File: src/rtl/ram_read_streamer_if.sv
// Address-in / data-out stream pair of the RAM read streamer.
// slave is the streamer's view, master is the producer/consumer side.
interface ram_read_streamer_if #(
  parameter int WORD_WIDTH = 8,
  parameter int ADDR_WIDTH = 8
);
  logic                  addr_valid;
  logic                  addr_ready;
  logic [ADDR_WIDTH-1:0] addr;
  logic                  data_valid;
  logic                  data_ready;
  logic [WORD_WIDTH-1:0] data;

  modport slave (
    input  addr_valid, addr, data_ready,
    output addr_ready, data_valid, data
  );

  modport master (
    output addr_valid, addr, data_ready,
    input  addr_ready, data_valid, data
  );
endinterface

File: src/rtl/ram_read_streamer.sv
// Turns the fixed 1-cycle read of a simple dual-port RAM into valid/ready
// address and data streams, using a 2-entry output buffer with credit accounting.
module ram_read_streamer #(
  parameter int WORD_WIDTH = 8,
  parameter int ADDR_WIDTH = 8
) (
  input  logic                  clock,
  input  logic                  clear,
  ram_read_streamer_if.slave    stream,
  output logic                  ram_rden,
  output logic [ADDR_WIDTH-1:0] ram_read_addr,
  input  logic [WORD_WIDTH-1:0] ram_read_data,
  output logic                  busy
);

  typedef enum logic [1:0] {
    FILL_EMPTY,
    FILL_ONE,
    FILL_TWO
  } fill_t;

  fill_t                 fill_q, fill_d;
  logic                  inflight_q;
  logic [WORD_WIDTH-1:0] buf_q [2];
  logic [WORD_WIDTH-1:0] buf_d [2];

  logic full;
  logic pop;
  logic accept;
  logic capture;

  // Credits: a read in flight reserves a buffer slot until its word lands.
  assign full    = (fill_q == FILL_TWO) || ((fill_q == FILL_ONE) && inflight_q);
  assign pop     = stream.data_valid & stream.data_ready;
  assign capture = inflight_q;

  assign stream.addr_ready = ~clear & (~full | pop);
  assign accept            = stream.addr_valid & stream.addr_ready;
  assign ram_rden          = accept;
  assign ram_read_addr     = stream.addr;

  assign stream.data_valid = (fill_q != FILL_EMPTY);
  assign stream.data       = buf_q[0];
  assign busy              = (fill_q != FILL_EMPTY) | inflight_q;

  always_comb begin
    fill_d    = fill_q;
    buf_d[0]  = buf_q[0];
    buf_d[1]  = buf_q[1];
    case ({capture, pop})
      2'b10: begin
        case (fill_q)
          FILL_EMPTY: begin
            buf_d[0] = ram_read_data;
            fill_d   = FILL_ONE;
          end
          FILL_ONE: begin
            buf_d[1] = ram_read_data;
            fill_d   = FILL_TWO;
          end
          default: ;
        endcase
      end
      2'b01: begin
        buf_d[0] = buf_q[1];
        fill_d   = (fill_q == FILL_TWO) ? FILL_ONE : FILL_EMPTY;
      end
      2'b11: begin
        // Head leaves while the new word joins behind whatever remains.
        if (fill_q == FILL_TWO) begin
          buf_d[0] = buf_q[1];
          buf_d[1] = ram_read_data;
        end else begin
          buf_d[0] = ram_read_data;
        end
      end
      default: ;
    endcase
  end

  always_ff @(posedge clock) begin
    if (clear) begin
      fill_q     <= FILL_EMPTY;
      inflight_q <= 1'b0;
      buf_q[0]   <= '0;
      buf_q[1]   <= '0;
    end else begin
      fill_q     <= fill_d;
      inflight_q <= accept;
      buf_q[0]   <= buf_d[0];
      buf_q[1]   <= buf_d[1];
    end
  end

endmodule
File: src/flat_wrapper.sv
// flat-port wrapper written by rule: the top's interface ports become plain ports
module ram_read_streamer_flat 
#(
  parameter int WORD_WIDTH = 8,
  parameter int ADDR_WIDTH = 8
)
  (clock, clear, ram_rden, ram_read_addr, ram_read_data, busy, stream_addr_valid, stream_addr, stream_data_ready, stream_addr_ready, stream_data_valid, stream_data);
  ram_read_streamer_if #(.WORD_WIDTH(WORD_WIDTH), .ADDR_WIDTH(ADDR_WIDTH)) stream_i ();
  input  logic clock;
  input  logic clear;
  output logic ram_rden;
  output logic [ADDR_WIDTH-1:0] ram_read_addr;
  input  logic [WORD_WIDTH-1:0] ram_read_data;
  output logic busy;
  input wire logic [$bits(stream_i.addr_valid)-1:0] stream_addr_valid;
  input wire logic [$bits(stream_i.addr)-1:0] stream_addr;
  input wire logic [$bits(stream_i.data_ready)-1:0] stream_data_ready;
  output wire logic [$bits(stream_i.addr_ready)-1:0] stream_addr_ready;
  output wire logic [$bits(stream_i.data_valid)-1:0] stream_data_valid;
  output wire logic [$bits(stream_i.data)-1:0] stream_data;
  assign stream_i.addr_valid = stream_addr_valid;
  assign stream_i.addr = stream_addr;
  assign stream_i.data_ready = stream_data_ready;
  assign stream_addr_ready = stream_i.addr_ready;
  assign stream_data_valid = stream_i.data_valid;
  assign stream_data = stream_i.data;
  ram_read_streamer #(.WORD_WIDTH(WORD_WIDTH), .ADDR_WIDTH(ADDR_WIDTH)) u_core (.clock(clock), .clear(clear), .stream(stream_i), .ram_rden(ram_rden), .ram_read_addr(ram_read_addr), .ram_read_data(ram_read_data), .busy(busy));
endmodule
File: config.mk
export PLATFORM = sky130hd
export DESIGN_NAME = ram_read_streamer_flat
export DESIGN_NICKNAME = d
export VERILOG_FILES = /design/src/rtl/ram_read_streamer_if.sv /design/src/rtl/ram_read_streamer.sv /design/src/flat_wrapper.sv
export SDC_FILE = /design/constraint.sdc
export NUM_CORES = 1
export LEC_CHECK = 0
export CAP_MARGIN = 40
export CORE_ASPECT_RATIO = 1.25
export CORE_MARGIN = 2
export CORE_UTILIZATION = 41
export DETAILED_ROUTE_END_ITERATION = 7
export PLACE_DENSITY = 0.81
export RECOVER_POWER = 25
export SETUP_SLACK_MARGIN = 0.2
export SYNTH_ARGS = -nofsm -noshare
export SYNTH_HDL_FRONTEND = slang
export SYNTH_SLANG_ARGS = --single-unit
File: constraint.sdc
create_clock -name clock -period 1.8 [get_ports clock]
set_input_delay 0.27 -clock clock [delete_from_list [all_inputs] [get_ports clock]]
set_output_delay 0.27 -clock clock [all_outputs]
set_load 0.05 [all_outputs]
# Yosys cells after proc, flatten, opt, wreduce, memory -nomap -nowiden
# Memories as Yosys holds them, arrays and structs flattened.
# Cells that the tools add are included.
# totals
output_inout_bits	20
inputBits	20
ram_bits	16
latchBits	0
rom_bits	0
reg_bits	3
mem_count	1
# op_classes
shifts	0
n_lt_le_gt_ge	0
div	0
n_eq_ne	6
muxes	14
add_sub_neg	0
reduce_logical	6
bitwise_logic	9
multipliers	0
# memory_table
name	depth	word_bits	rd	rd_clocked_by_memory_dff	write_ports	line	rtl
u_core.buf_q	2	8	2	0	2	ram_read_streamer.sv:24	logic [WORD_WIDTH-1:0] buf_q [2];
# ops
operator	count
$mux 8	6
$pmux 8 s3	1
$pmux 8 s2	1
$pmux 2 s2	2
$eq 2x2->1 const B	3
$eq 2x1->1 const B	2
$mux 1	4
$or 1x1->1	4
$reduce_bool 2->1	2
$and 1x1->1	3
$ne 3x2->1 const B	1
$logic_not 2->1	1
$not 1->1	2
$reduce_and 2->1	1
$logic_and 1x1->1	1
$logic_or 1x1->1	1

# Logic depth before layout (Yosys ltp)
# Gate-level depths: netlist of the first run.
# depth
word_depth	7
mapped_depth	8
depth_no_buf	6

# Least setup slack after synthesis of the first run
# Ideal clock, no wire load.
# synth_path
path_kind	input-to-output
startpoint	in clear
endpoint	out ram_rden
required_time_ns	1.530
path_slack_ns	-0.368
stages	3
n_path_buf	2
t_arrival_ns	1.898
cell_sequence	clkbuf_1 -> buf_1 -> nor3b_1
# synth_via
elab_chain_cells	3
# synth_lines
item	line	rtl
start, declared	flat_wrapper.sv:10	input logic clear;
$not 1->1	ram_read_streamer.sv:37	assign stream.addr_ready = ~clear & (~full | pop);
$and 1x1->1	ram_read_streamer.sv:37	
$and 1x1->1	ram_read_streamer.sv:38	assign accept = stream.addr_valid & stream.addr_ready;
end, declared	flat_wrapper.sv:11	output logic ram_rden;
# No other way between the ends.

# Worst setup path in the final report of the first run
# layout_path
startpoint	reg u_core.fill_q[1]
endpoint	out ram_rden
# layout_via
elab_chain_cells	7
elab_cells_between_ends	10
# layout_lines
item	line	rtl
start, declared	ram_read_streamer.sv:22	fill_t fill_q, fill_d;
start signal, assigned	ram_read_streamer.sv:88	fill_q <= fill_d;
$eq 2x1->1	ram_read_streamer.sv:33	assign full = (fill_q == FILL_TWO) || ((fill_q == FILL_ONE) && inflight_q);
$logic_and 1x1->1	ram_read_streamer.sv:33	
$logic_or 1x1->1	ram_read_streamer.sv:33	
$not 1->1	ram_read_streamer.sv:37	
$or 1x1->1 *	ram_read_streamer.sv:37	
$and 1x1->1 *	ram_read_streamer.sv:37	
$and 1x1->1 *	ram_read_streamer.sv:38	
# Every way passes the cells marked *; elsewhere a longest branch is shown, timed or not.

==> results of run 1 <==
-- kinds of logic after synthesis --
family | count (synthesis)
flip-flops | 19
multiplexers | 8
adder cells (fa/ha/maj) | 3
AND/OR/NAND/NOR | 51
AO/OA/AOI/OAI | 23
buffers and inverters | 29
-- worst max-delay path: cells and delay by family, from the launching register on --
kind	cells	cell delay [ns]
simple gates	2	0.27
buf+inv	2	0.30
compound gates	1	0.24
flops	1	0.35
-- sequential cells by signal, summed over array words and instances, names as in the netlist --
name	cells
u_core.capture	1
u_core.fill_q	2
u_core.buf_q	16
-- routing by layer --
metal	routed length, µm	global-route usage, %
met1	959	17.2
met2	1440	27.5
met3	109	3.00
met4	61	8.65
met5	0	0
-- synthesized netlist by cell type (all sizes together) --
master | count | area (µm²)
buf | 23 | 168
nand2b | 20 | 125
dfxtp | 19 | 380
o21ai | 9 | 45.0
a311oi | 8 | 120
mux2i | 8 | 80.1
nand3 | 8 | 40.0
nor3 | 8 | 40.0
a21oi | 5 | 36.3
nor3b | 4 | 35.0
clkbuf | 3 | 11.3
ha | 3 | 37.5
inv | 3 | 11.3
nand3b | 2 | 15.0
nor2 | 2 | 7.51
or2 | 2 | 12.5
or3 | 2 | 12.5
and3b | 1 | 8.76
and4bb | 1 | 12.5
nor4 | 1 | 6.26
o21a | 1 | 7.51
-- power breakdown --
part | switching [mW] | internal (mW)
clock | 0.131 | 0.0825
sequential | 0.0263 | 0.470
combinational | 0.363 | 0.274
total | 0.520 | 0.826
-- timing repair --
item / 4_1_cts / 5_1_grt
setup buffers: 3 / 3
gates resized for setup: 16 / 5
setup endpoints to repair: 28 / 22
pin swaps: 3 / 2
-- area by class of cell --
cell class / count / area [µm²] / area share [%]
Inverter: 3 / 11.3 / 0.718
Tap cell: 36 / 45.0 / 2.87
Multi-Input combinational cell: 85 / 697 / 44.4
Clock inverter: 1 / 5.00 / 0.319
Sequential cell: 19 / 384 / 24.5
Clock buffer: 3 / 22.5 / 1.44
Timing Repair Buffer: 40 / 404 / 25.8
-- final timing paths --
check,from,to,slack (ns),cells past startpoint
worst max register to register,u_core.fill_q[0],u_core.buf_q[0][3],0.17,6
worst min register to register,u_core.buf_q[0][15],u_core.buf_q[0][15],0.49,2
worst min-delay path,u_core.buf_q[0][15],u_core.buf_q[0][15],0.49,2
worst max-delay path,u_core.fill_q[1],ram_rden,0.08,5
-- stage by stage --
step                      setup TNS (ns)  hold slack [ns]  utilization (%)  setup WS (ns)
final                                  0            0.488             54.3         0.0769
after global routing             -0.0299            0.518             54.3        -0.0299
after CTS                              0            0.489             52.9         0.0960
after detailed placement           -2.88            0.473             50.3         -0.219
after global placement             -1.82            0.457             50.3         -0.138
after floorplan                        0            0.422                -         0.0627
==> flow_summary.yaml, run 1 <==
run_status:
  status: "completed"
timing:
  finalHoldViolCount: 0
  slew_violations: 0
  tightest_slew_ns: 0.497
  min_period_ns: 1.72
  fmax_ghz: 0.580
  period_share_pct: 95.7
  slew_headroom_pct: 67.0
  finalClockSkew_ns: 0.00710
  rsz0062_at_grt: "yes"
  setup_violations: 0
yosys:
  syn_nets: 156
  syn_inst: 133
  synth_seq_cells: 19
  synth-compound-area-share_pct: 17.2
  synth_top_family_by_area: "simple AND/OR/NAND/NOR gates"
  synthesis.area_mm2: 0.00121
  synth_cell_types: 27
  yosys.area_share.adder_pct: 3.10
  syn_area_per_cell_um2: 9.12
  synth_xor_area_share_pct: 0
  yosysWarnings: 0
  synth.area.mux_share_pct: 6.60
  yosysSeqAreaShare_pct: 31.4
  synth-simple-area-share_pct: 26.0
critical_path:
  worstSetupPathType: "reg -> out"
  arrival_ns: 1.45
  cpPeakStageDelay_ns: 0.35
  path_max_fanout: 5
  slowest_stage: "dfxtp_2"
  cp-end-kind: "output pin"
  critPathLaunchType: "flip-flop"
  cp_cell_sequence: "buf_6 > nand3b_1 > a21oi_2 > nor3b_2 > clkbuf_16"
  cp.required_ns: 1.53
layout:
  diodes: 0
  postLayoutCellArea_mm2: 0.00157
  fin_nets: 175
  area_growth_syn_to_layout_pct: 29.4
  drive_above_1_share_pct: 32.5
  final_common_cell: "nand2b_1"
  mostFrequentLayoutCells: "nand2b_1 (18), dfxtp_1 (16), buf_4 (14)"
  n_fill_cell: 249
  stdcell_count: 187
clocking:
  cts_sinks: 19
  cts_buffers: 3
  clk_latency_ns: 0.29
  cts_tree: "done"
  htree_num_levels: 1
  hold_buffers: 0
  cts_root_buf: "clkbuf_4"
  clkTransAtPathRegs_ns: 0.11
  clock_path_buffers: 2
grt:
  grt_use_total_pct: 15.7
  grt_pass1_wl_um: 4180
  grt_overflow: 0
  grt_max_degree: 19
  antenna_found_initial: 0
  first_global_vias: 989
route:
  wirelength_um: 2570
  wl_per_cell_um: 13.8
  num_vias: 964
  drcViolationCount: 0
  drtAntennaViolNets: 0
  drtIter0Drc: 18
  first_pass_iters: 4
  viasPerCell: 5.16
pwr:
  powerDensity_mw_per_mm2: 858
  power_mw: 1.35
  peakVddDrop_mv: 0.490
  leakagePower_nw: 0.666
placed_design:
  hpwl_um: 1890
  port_buffers: 23
  routabilityCongestion: 0.767
  place_inst: 177
  place_area_mm2: 0.00145
floorplanning:
  fp.dieArea_mm2: 0.00341
  fp.dieW_um: 52.6
  pin_count: 40
  core-area_mm2: 0.00289
  rows: 22
  die_height_um: 64.8
  initial_utilization_pct: 41.9
run:
  maxCapViolations: 0
worst_hold_path:
  hold_path.class: "reg -> reg"
No activity file was read; power rests on OpenSTA's default activity.
==> inputs of run 2 (changes only) <==
--- a/config.mk
+++ b/config.mk
@@ -8,9 +8,10 @@
 export CAP_MARGIN = 40
 export CORE_ASPECT_RATIO = 1.25
 export CORE_MARGIN = 2
-export CORE_UTILIZATION = 41
+export CORE_UTILIZATION = 55
 export DETAILED_ROUTE_END_ITERATION = 7
-export PLACE_DENSITY = 0.81
+export DONT_BUFFER_PORTS = 1
+export PLACE_DENSITY = 0.78
 export RECOVER_POWER = 25
 export SETUP_SLACK_MARGIN = 0.2
 export SYNTH_ARGS = -nofsm -noshare
==> run 2 against run 1 <==
  * Critical path type unchanged
  * Via count decreased by 6.4%
  * Register-to-register slack improved by 0.04 ns
  * Sequential share of layout area increased by 4.7 points
  * Clock skew decreased by 0.0050 ns
  * First-iteration DRC count increased by 94%
  * Cell count decreased by 19%
==> flow_summary.yaml, run 2 (synthesis gave the netlist of run 1 again) <==
run_status:
  status: "completed"
layout:
  final_common_cell: "nand2b_1"
  diodes: 0
  area_growth_syn_to_layout_pct: 8.67
  largest_register_ffs: 16
  drive_above_1_share_pct: 36.6
  postLayoutCoreUtil_pct: 61.6
  mostFrequentLayoutCells: "nand2b_1 (18), dfxtp_1 (16), buf_4 (13)"
  fin_nets: 155
  top_register: "u_core.buf_q"
timing:
  min_period_ns: 1.65
  slew_headroom_pct: 57.9
  finalClockSkew_ns: 0.00212
  slew_violations: 0
  setup_violations: 0
  hold_ws_ns: 0.00911
  period_share_pct: 91.9
  rsz0062_at_grt: "yes"
  worst_slack_ns: 0.146
  fin_tns_setup_ns: 0
  finalHoldViolCount: 0
  tightest_slew_ns: 0.632
  fmax_ghz: 0.605
critical_path:
  arrival_ns: 1.38
  cpPeakStageDelay_ns: 0.34
  slowest_stage: "dfxtp_2"
  worstSetupPathType: "reg -> out"
  cp_cell_sequence: "buf_6 > nand3b_1 > a21oi_2 > nor3b_2 > buf_6"
  critPathLaunchType: "flip-flop"
  cp_common_cell: "buf_6"
  reg2regPathDepth: 6
  path_max_fanout: 6
  cp-end-kind: "output pin"
  cp.required_ns: 1.53
floorplanning:
  core-area_mm2: 0.00214
  fp.dieW_um: 46.0
  fp.dieArea_mm2: 0.00260
  initial_utilization_pct: 56.7
  die_height_um: 56.5
  rows: 19
  pin_count: 40
route:
  drcViolationCount: 0
  drtIter0Drc: 35
  drtAntennaViolNets: 0
  wl_met3_um: 151
  wl_per_cell_um: 15.3
  wl_met2_um: 1200
  routedLengthMet1_um: 930
  viasPerCell: 5.93
  top_layer: "met4"
  num_vias: 902
  first_pass_iters: 4
  wirelength_um: 2330
clocking:
  clkTransAtPathRegs_ns: 0.11
  cts_root_buf: "clkbuf_4"
  cts_tree: "done"
  htree_num_levels: 1
  clk_latency_ns: 0.31
  hold_buffers: 0
  cts_sinks: 19
  cts_buffers: 3
  clock_path_buffers: 2
pwr:
  clkPwrFrac_pct: 17.9
  powerDensity_mw_per_mm2: 954
  combPwrFrac_pct: 42.7
  pwr-share-seq_pct: 39.4
  power_mw: 1.26
  peakVddDrop_mv: 0.440
  switchingPower_mw: 0.499
  leakagePower_nw: 0.544
  sw_frac_of_total_pct: 39.7
  internal-power_mw: 0.758
grt:
  grt_pass1_wl_um: 3640
  first_global_vias: 850
  grt_use_total_pct: 19.1
  grt_max_degree: 30
  grt_overflow: 0
  antenna_found_initial: 0
worst_hold_path:
  min_path_cells: 1
  hold_path.class: "in -> reg"
placed_design:
  post-place-ws_ns: 0.0940
  routabilityCongestion: 0.745
  hpwl_um: 1590
  port_buffers: 0
run:
  maxCapViolations: 0
run 2: cell types whose count changed in the layout (fill, tap and decap cells not counted), sizes merged:
cell           change
and3b              +1
buf                -2
clkdlybuf4s50     -11
dlygate4sd2        -8
run 2: worst paths after layout:
kind / startpoint / to / slack [ns]
worst max-delay path: u_core.fill_q[1] / ram_rden / 0.15
worst min-delay path: clear / u_core.fill_q[1] / 0.009
worst max register to register: u_core.fill_q[0] / u_core.buf_q[0][8] / 0.21
worst min register to register: u_core.buf_q[0][15] / u_core.buf_q[0][15] / 0.49
run 2: timing repair:
action                     in CTS  in global routing
setup endpoints to repair      19                 13
pin swaps                       2                  4
gates resized for setup        11                  4
gates cloned                    0                  1
setup buffers                   4                  1
run 2: worst max-delay path: cells and delay by family (launching register included):
| kind | cells | cell delay (ns) |
|---|---|---|
| and+or+nand+nor | 2 | 0.23 |
| buffers and inverters | 2 | 0.27 |
| AOI/OAI and AO/OA | 1 | 0.22 |
| DFF | 1 | 0.34 |
run 2: routing by layer:
layer | up-vias | GRT usage [%]
met4 | 0 | 9.80
met2 | 31 | 32.1
li1 | 450 | -
met1 | 416 | 20.0
met5 | - | 0
met3 | 5 | 6.43
run 2: stage by stage:
step	instances	instance area [µm²]
after floorplan	133	1250
after global placement	142	1190
after detailed placement	142	1190
after CTS	150	1290
after global routing	152	1320
final	152	1320
run 2: power by group through the flow:
stage                     combinational [mW]  sequential [mW]  clock [mW]
final                                  0.537            0.494       0.225
after global routing                   0.571            0.501       0.237
after CTS                              0.527            0.494       0.226
after detailed placement               0.492            0.503           0
after global placement                 0.483            0.500           0
after floorplan                        0.516            0.501           0
run 2: area by class of cell:
class	instances	area, µm²
Clock inverter	1	5.00
Multi-Input combinational cell	86	702
Sequential cell	19	384
Timing Repair Buffer	19	166
Tap cell	21	26.3
Fill cell	190	822
Inverter	3	11.3
Clock buffer	3	22.5
